## config.mk

```make
export PLATFORM = sky130hd
export DESIGN_NAME = trace_drain
export DESIGN_NICKNAME = d
export VERILOG_FILES = /design/src/rtl/trace_drain.sv
export SDC_FILE = /design/constraint.sdc
export NUM_CORES = 1
export LEC_CHECK = 0
export ABC_CLOCK_PERIOD_IN_PS = 2050
export CAP_MARGIN = 20
export CORE_AREA = 2 2 92 94
export DETAILED_ROUTE_END_ITERATION = 7
export DIE_AREA = 0 0 94 96
export PLACE_DENSITY_LB_ADDON = 0.2
export SLEW_MARGIN = 20
export SYNTH_ARGS = -nofsm -noshare
export SYNTH_HDL_FRONTEND = slang
export SYNTH_SLANG_ARGS = --single-unit
```

## constraint.sdc

```tcl
create_clock -name CLK -period 2.05 [get_ports CLK]
set_input_delay 0.5125 -clock CLK [delete_from_list [all_inputs] [get_ports CLK]]
set_output_delay 0.5125 -clock CLK [all_outputs]
set_load 0.1 [all_outputs]
```

## src/rtl/trace_drain.sv

```systemverilog
// Trace readout drain: frames a requested number of 64-bit trace entries as
// header + data words + XOR checksum trailer on a 32-bit enq-style stream.
//
// state | meaning
// IDLE  | waiting for start; out value held at 0
// HDR   | presenting header {tag, count}
// DATA  | pass-through of trace words, checksum and alignment tracking
// TRAIL | presenting XOR checksum trailer

module trace_drain #(
   parameter int          owidth = 32,
   parameter int          depth  = 1024,
   parameter logic [7:0]  tag    = 8'hA5
) (
   input  logic                     CLK,
   input  logic                     nRST,
   input  logic                     start__ENA,
   input  logic [$clog2(depth):0]   start_count,
   output logic                     start__RDY,
   input  logic                     abort__ENA,
   output logic                     abort__RDY,
   input  logic [owidth-1:0]        in_first,
   input  logic                     in_first__RDY,
   input  logic                     in_last,
   output logic                     in_deq__ENA,
   input  logic                     in_deq__RDY,
   output logic                     out_enq__ENA,
   output logic [owidth-1:0]        out_enq_v,
   input  logic                     out_enq__RDY,
   output logic                     busy,
   output logic                     error
);

   localparam int CW = $clog2(depth) + 1;
   localparam int RW = CW + 1;
   localparam logic [CW-1:0] DEPTH_C = CW'(depth);

   typedef enum logic [1:0] {IDLE, HDR, DATA, TRAIL} state_t;

   state_t             state_q, state_d;
   logic [RW-1:0]      remain_q, remain_d;
   logic [owidth-1:0]  csum_q, csum_d;
   logic               odd_q, odd_d;
   logic               err_q, err_d;
   logic [CW-1:0]      cnt_q, cnt_d;
   logic [23:0]        hdr_count;
   logic               xfer;

   assign hdr_count  = 24'(cnt_q);
   assign start__RDY = (state_q == IDLE);
   assign busy       = (state_q != IDLE);
   assign abort__RDY = 1'b1;
   assign error      = err_q;

   always_ff @(posedge CLK) begin
      if (!nRST) begin
         state_q  <= IDLE;
         remain_q <= '0;
         csum_q   <= '0;
         odd_q    <= 1'b0;
         err_q    <= 1'b0;
         cnt_q    <= '0;
      end else begin
         state_q  <= state_d;
         remain_q <= remain_d;
         csum_q   <= csum_d;
         odd_q    <= odd_d;
         err_q    <= err_d;
         cnt_q    <= cnt_d;
      end
   end

   always_comb begin
      state_d      = state_q;
      remain_d     = remain_q;
      csum_d       = csum_q;
      odd_d        = odd_q;
      err_d        = err_q;
      cnt_d        = cnt_q;
      in_deq__ENA  = 1'b0;
      out_enq__ENA = 1'b0;
      out_enq_v    = '0;
      xfer         = 1'b0;

      case (state_q)
         IDLE: begin
            if (start__ENA && !abort__ENA) begin
               if (start_count <= DEPTH_C) begin
                  cnt_d    = start_count;
                  remain_d = {start_count, 1'b0};
                  csum_d   = '0;
                  odd_d    = 1'b0;
                  state_d  = HDR;
               end else begin
                  err_d = 1'b1;
               end
            end
         end
         HDR: begin
            out_enq_v    = owidth'({tag, hdr_count});
            out_enq__ENA = out_enq__RDY && !abort__ENA;
            if (out_enq__ENA)
               state_d = (remain_q != '0) ? DATA : TRAIL;
         end
         DATA: begin
            out_enq_v    = in_first;
            xfer         = in_first__RDY && in_deq__RDY && out_enq__RDY && !abort__ENA;
            in_deq__ENA  = xfer;
            out_enq__ENA = xfer;
            if (xfer) begin
               csum_d = csum_q ^ in_first;
               odd_d  = !odd_q;
               // misaligned entry is flagged but the word still flows
               if (in_last != odd_q)
                  err_d = 1'b1;
               if (remain_q != '0)
                  remain_d = remain_q - RW'(1);
               if (remain_q <= RW'(1))
                  state_d = TRAIL;
            end
         end
         TRAIL: begin
            out_enq_v    = csum_q;
            out_enq__ENA = out_enq__RDY && !abort__ENA;
            if (out_enq__ENA)
               state_d = IDLE;
         end
         default: state_d = IDLE;
      endcase

      if (abort__ENA && state_q != IDLE)
         state_d = IDLE;
   end

endmodule

```

### Word level (Yosys, flattened, before mapping)

Index checks and enable logic that the tools add are counted.

* bits in registers: 59
* bits of input ports: 51
* logic and storage cells: 72

* add/subtract/negate cells: 1
* $lt $le $gt $ge: 2
* eq/ne operators: 13
* mux-type cells: 29
* bitwise operators: 2
* reduce and logical (&&, ||, !) cells: 19

Operator list (number)
* $mux W32: 3
* $pmux W32 S3: 1
* $pmux W32 S2: 1
* $mux W12: 4
* $xor A32 B32 Y32: 1
* $pmux W12 S2: 1
* $ne A2 B2 Y1 const B: 7
* $le A12 B1 Y1 const B: 1
* $mux W2: 6
* $reduce_bool A12 Y1: 1
* $sub A12 B1 Y12 const B: 1
* $le A11 B11 Y1 const B: 1
* $reduce_and A5 Y1: 2
* $mux W1: 9
* $pmux W2 S4: 1
* $logic_and A1 B1 Y1: 6
* $pmux W1 S2: 3
* $reduce_and A6 Y1: 1
* $eq A2 B2 Y1 const B: 2
* $ne A2 B1 Y1 const B: 2
* $reduce_and A4 Y1: 1
* $reduce_bool A2 Y1: 2
* $reduce_or A2 Y1: 2
* $reduce_and A3 Y1: 1
* other kinds (5): 6

### Logic depth before layout (Yosys ltp)

* depth in word-level cells: 5
* gate-level depth with buffers: 11

### Worst setup path before layout

OpenSTA, ideal clock, no wires.

* kind: reg-to-output
* start point: register state_q[0]
* end point: output out_enq__ENA
* arrival time: 3.336 ns
* path slack: -1.799 ns
* stages on the path, launching flop included: 8
* buffers on the path: 2
* cells stage by stage: dfxtp_1 inv_1 ha_1 clkbuf_1 inv_1 clkbuf_1 nor2_1 o21a_1

* word-level cells in the longest chain between the ends: 3
* elaborated cells between the ends (all ways): 5

RTL lines
* from (decl): RTL line 40 `state_t state_q, state_d;`
* from (signal assigned): RTL line 64 `state_q <= state_d;`
* $eq A2 B2 Y1 or $eq A2 B1 Y1 (tied branches): RTL line 85 `case (state_q)`
* $reduce_or A2 Y1 (no source line)
* $pmux W1 S2 *: RTL line 85
* to (decl): RTL line 27 `output logic out_enq__ENA,`

Every way passes the cells marked *; elsewhere a longest branch is shown, timed or not.

### Worst setup path in the final report

* start point: register state_q[1]
* end point: output out_enq_v[0]

* word-level cells in the longest chain between the ends: 2
* elaborated cells between the ends (all ways): 4

RTL lines
* $eq A2 B2 Y1 or $eq A2 B1 Y1 (tied branches): RTL line 85
* $pmux W32 S3 *: RTL line 85
* to (decl): RTL line 28 `output logic [owidth-1:0] out_enq_v,`

Marked as above.

==> results by group <==
Power and ir drop
  • Total power: between 7000 and 8000 uW
  • Max IR drop VDD: between 0.5 and 0.6 mV
  • Clk pwr share: about an eighth
  • PwrDens: 1190 nW/um^2
  • Switching Fraction: a little under half
  • Sequential share of power: between 20% and 30%
  • Sw power: about 3800 uW
  • Pleak: between 0.002 and 0.0025 uW
  • Cell internal pwr: around 4100 uW
  • Combinational share of power: 65.0%

Clock tree
  • Hold-fix buffers at CTS: 0
  • CTS H-tree depth: 3
  • CTS max path bufs: 2
  • Cts bufs inserted: 9
  • # clock sinks: between 50 and 60
  • Clock-pin transition on the worst setup and hold timing paths: approximately 70 ps
  • CTS Root Cell: clkbuf_8
  • CTS tree: yes
  • Skew-Pair Late Insertion Delay: ~360 ps

Final layout
  • Ant diodes: 0
  • Final Instance Area: around 6600 sq um
  • Commonest non-fill, non-tap cell in the layout: dfxtp_1
  • Commonest non-fill, non-tap cells in the layout: 57 x dfxtp_1, 56 x nor2_1, 56 x buf_4
  • Post-Layout Cell Count: approximately 690
  • Share of layout cells above drive strength 1: around 44%
  • Area grow syn2layout: 94.0%
  • Layout fillers: approximately 390
  • Total Nets Final: 637

Die
  • Die height: between 90 and 100 um
  • Die width: between 90 and 100 um
  • Die area: roughly 9000 sq um
  • Row count: 33
  • Ports: 89
  • Initial Util: between 40% and 50%
  • Core region area: between 8000 and 9000 sq um

Worst setup path
  • CP max stage cell: a222oi_1
  • Critical-path maximum fanout: 13
  • Critical Path RT: roughly 1500 ps
  • WS Path Type: reg -> out
  • Critical Path, Cell by Cell: inv_6 > ha_2 > a222oi_1 > buf_4 > nor2_4 > buf_12
  • Crit path largest cell delay: approximately 480 ps
  • Crit path max-delay family: compound AO/OA/AOI/OAI gates
  • CP Capture Type: output pin
  • CP Buf/Inv Count: 3
  • Worst path arrival time: a little under 2000 ps
  • Crit start category: register

Timing
  • Setup repair after global routing missed its margin: yes
  • Skew final: 6.16 ps
  • Max-slew violation count: 0
  • F_max: roughly 400 MHz
  • Fin crit share: 120%
  • Worst Setup Slack, final: -407 ps
  • Fin. Hold Viols: 0
  • Final min period: ~2500 ps
  • Slew HR: between 40% and 50%
  • Setup Viol. Count Final: 84
  • Worst Tran Pin Value: 828 ps

Place
  • Hpwl dp: about 7.6 mm
  • DP Area: 5440 sq um
  • Placed insts: ~630
  • Number of port buffers: just under 90
  • Global placement routability congestion: 0.943

Yosys
  • Ys flop type: dfxtp_1
  • Avg Cell Area, Syn: 8.08 sq um
  • #FFs+latches synth: a little under 60
  • Cell Area, Synth: approximately 3400 sq um
  • Register area share after synthesis: a little over a third
  • EDFF count, synth: 0
  • Synth cell types: 47
  • Synth Warn #: 0
  • Ys async rst share: 0%
  • Syn Inst Count: around 420
  • Synthesized net count: ~480

Drt
  • Pre-antenna DRT Iters: 5
  • Vias per cell: 6.53
  • Final wirelength: 16.7 mm
  • Drt drc: 0
  • DR WL/cell: 24.3 um
  • Vias: 4,496
  • Initial drt markers: approximately 540
  • Antenna viol nets, final: 0

Outcome
  • Status: finished, violations left
  • Violated checks: setup timing

Global route
  • Initial antenna violation count: 0
  • Vias in the first global route: approximately 4,100
  • First-pass GRT wire length: roughly 22 mm
  • Pin count of the biggest net entering global routing: 18
  • GRT overflow: 0
  • Gr usage total: a little under a third

Run
  • MaxCap Viol Count: 0

Hold path
  • Hold crit path type: reg -> reg
## power groups by stage
stage / combinational [uW] / clock [uW] / sequential [uW]
2_1_floorplan: 2690 / 0 / 1700
3_3_place_gp: 3650 / 0 / 1680
3_5_place_dp: 3720 / 0 / 1700
4_1_cts: 4320 / 983 / 1690
5_1_grt: 5280 / 1050 / 1760
6_report: 5100 / 1010 / 1740
## synthesized netlist by cell type (4+ instances only)
| cell | number | area, sq um |
|---|---|---|
| inv_1 | 9 | 33.8 |
| dfxtp_1 | 59 | 1180 |
| nor2b_1 | 5 | 31.3 |
| a22oi_1 | 21 | 158 |
| clkbuf_1 | 25 | 93.8 |
| o211ai_1 | 35 | 263 |
| buf_2 | 4 | 20.0 |
| nand2_1 | 13 | 48.8 |
| mux2i_1 | 11 | 110 |
| o21ai_0 | 13 | 65.1 |
| nand3_1 | 7 | 35.0 |
| buf_1 | 7 | 26.3 |
| xor2_1 | 32 | 280 |
| nor2_1 | 86 | 323 |
| a222oi_1 | 11 | 110 |
| nor4_1 | 4 | 25.0 |
| a21oi_1 | 19 | 95.1 |
| ha_1 | 6 | 75.1 |
| a31oi_1 | 4 | 25.0 |
| nor3_1 | 4 | 20.0 |
## per-layer routing
layer	vias up	track usage (%)	part of all wire (%)
li1	1854	-	-
met1	2117	39.0	35
met2	411	52.1	47
met3	114	5.95	11
met4	0	16.7	6.7
met5	-	0	0
## logic make-up (layout without fill, tap and decap cells)
| family | Yosys count | in the layout | synth area share, % |
|---|---|---|---|
| AOI/OAI and AO/OA | 124 | 126 | 26.0 |
| buffers and inverters | 47 | 208 | 5.55 |
| adders and majority gates | 6 | 6 | 2.21 |
| muxes | 12 | 12 | 3.57 |
| xor gates and xnor gates | 34 | 34 | 8.75 |
| and+or+nand+nor | 138 | 138 | 19.1 |
| other | 1 | 1 | 0.110 |
| DFF | 59 | 59 | 34.7 |
## final cells by class
class / count / area [sq um] / share of cell area, %
clock buffer: 13 / 169 / 2.56
inverter: 9 / 45.0 / 0.682
clock inverter: 2 / 10.0 / 0.152
sequential: 59 / 1190 / 18.0
multi-input combinational: 317 / 2690 / 40.7
tap: 105 / 131 / 1.99
timing repair buffer: 184 / 2380 / 36.0
## registers in the layout, indices dropped and copies added (netlist names)
signal / cells
odd_q: 1
remain_q: 12
cnt_q: 11
csum_q: 32
state_q: 2
error: 1
## tightest hold or removal path: stages (launching register included)
cell and delay (ps):
dfxtp_1 330, mux2i_1 70, nor2_1 80
## stage by stage
step	setup WS [ps]	utilization (%)	hold slack, ps	TNS [ps]
floorplan	-372	-	459	-10000
global placement	-567	67.5	485	-33490
detailed placement	-625	67.5	490	-35350
CTS	-323	77.8	515	-7950
global route	-452	82.0	535	-18430
finish	-407	82.0	514	-15350
## path summary, 6_finish.rpt
kind,slack (ps),from,cells past startpoint,to
worst max-delay path,-410,state_q[1],6,out_enq_v[0]
worst min register to register,510,cnt_q[6],2,cnt_q[6]
worst min-delay path,510,cnt_q[6],2,cnt_q[6]
worst max register to register,-240,state_q[1],11,remain_q[1]
## what timing repair did
item | 4_1_cts | 5_1_grt
resized for setup | 76 | 53
cloned | 10 | 5
pin swaps | 21 | 56
endpoints found under the setup margin | 93 | 91
setup buffers | 11 | 22
endpoints found under the hold margin | 0 | 0
No activity file was read; power rests on OpenSTA's default activity.
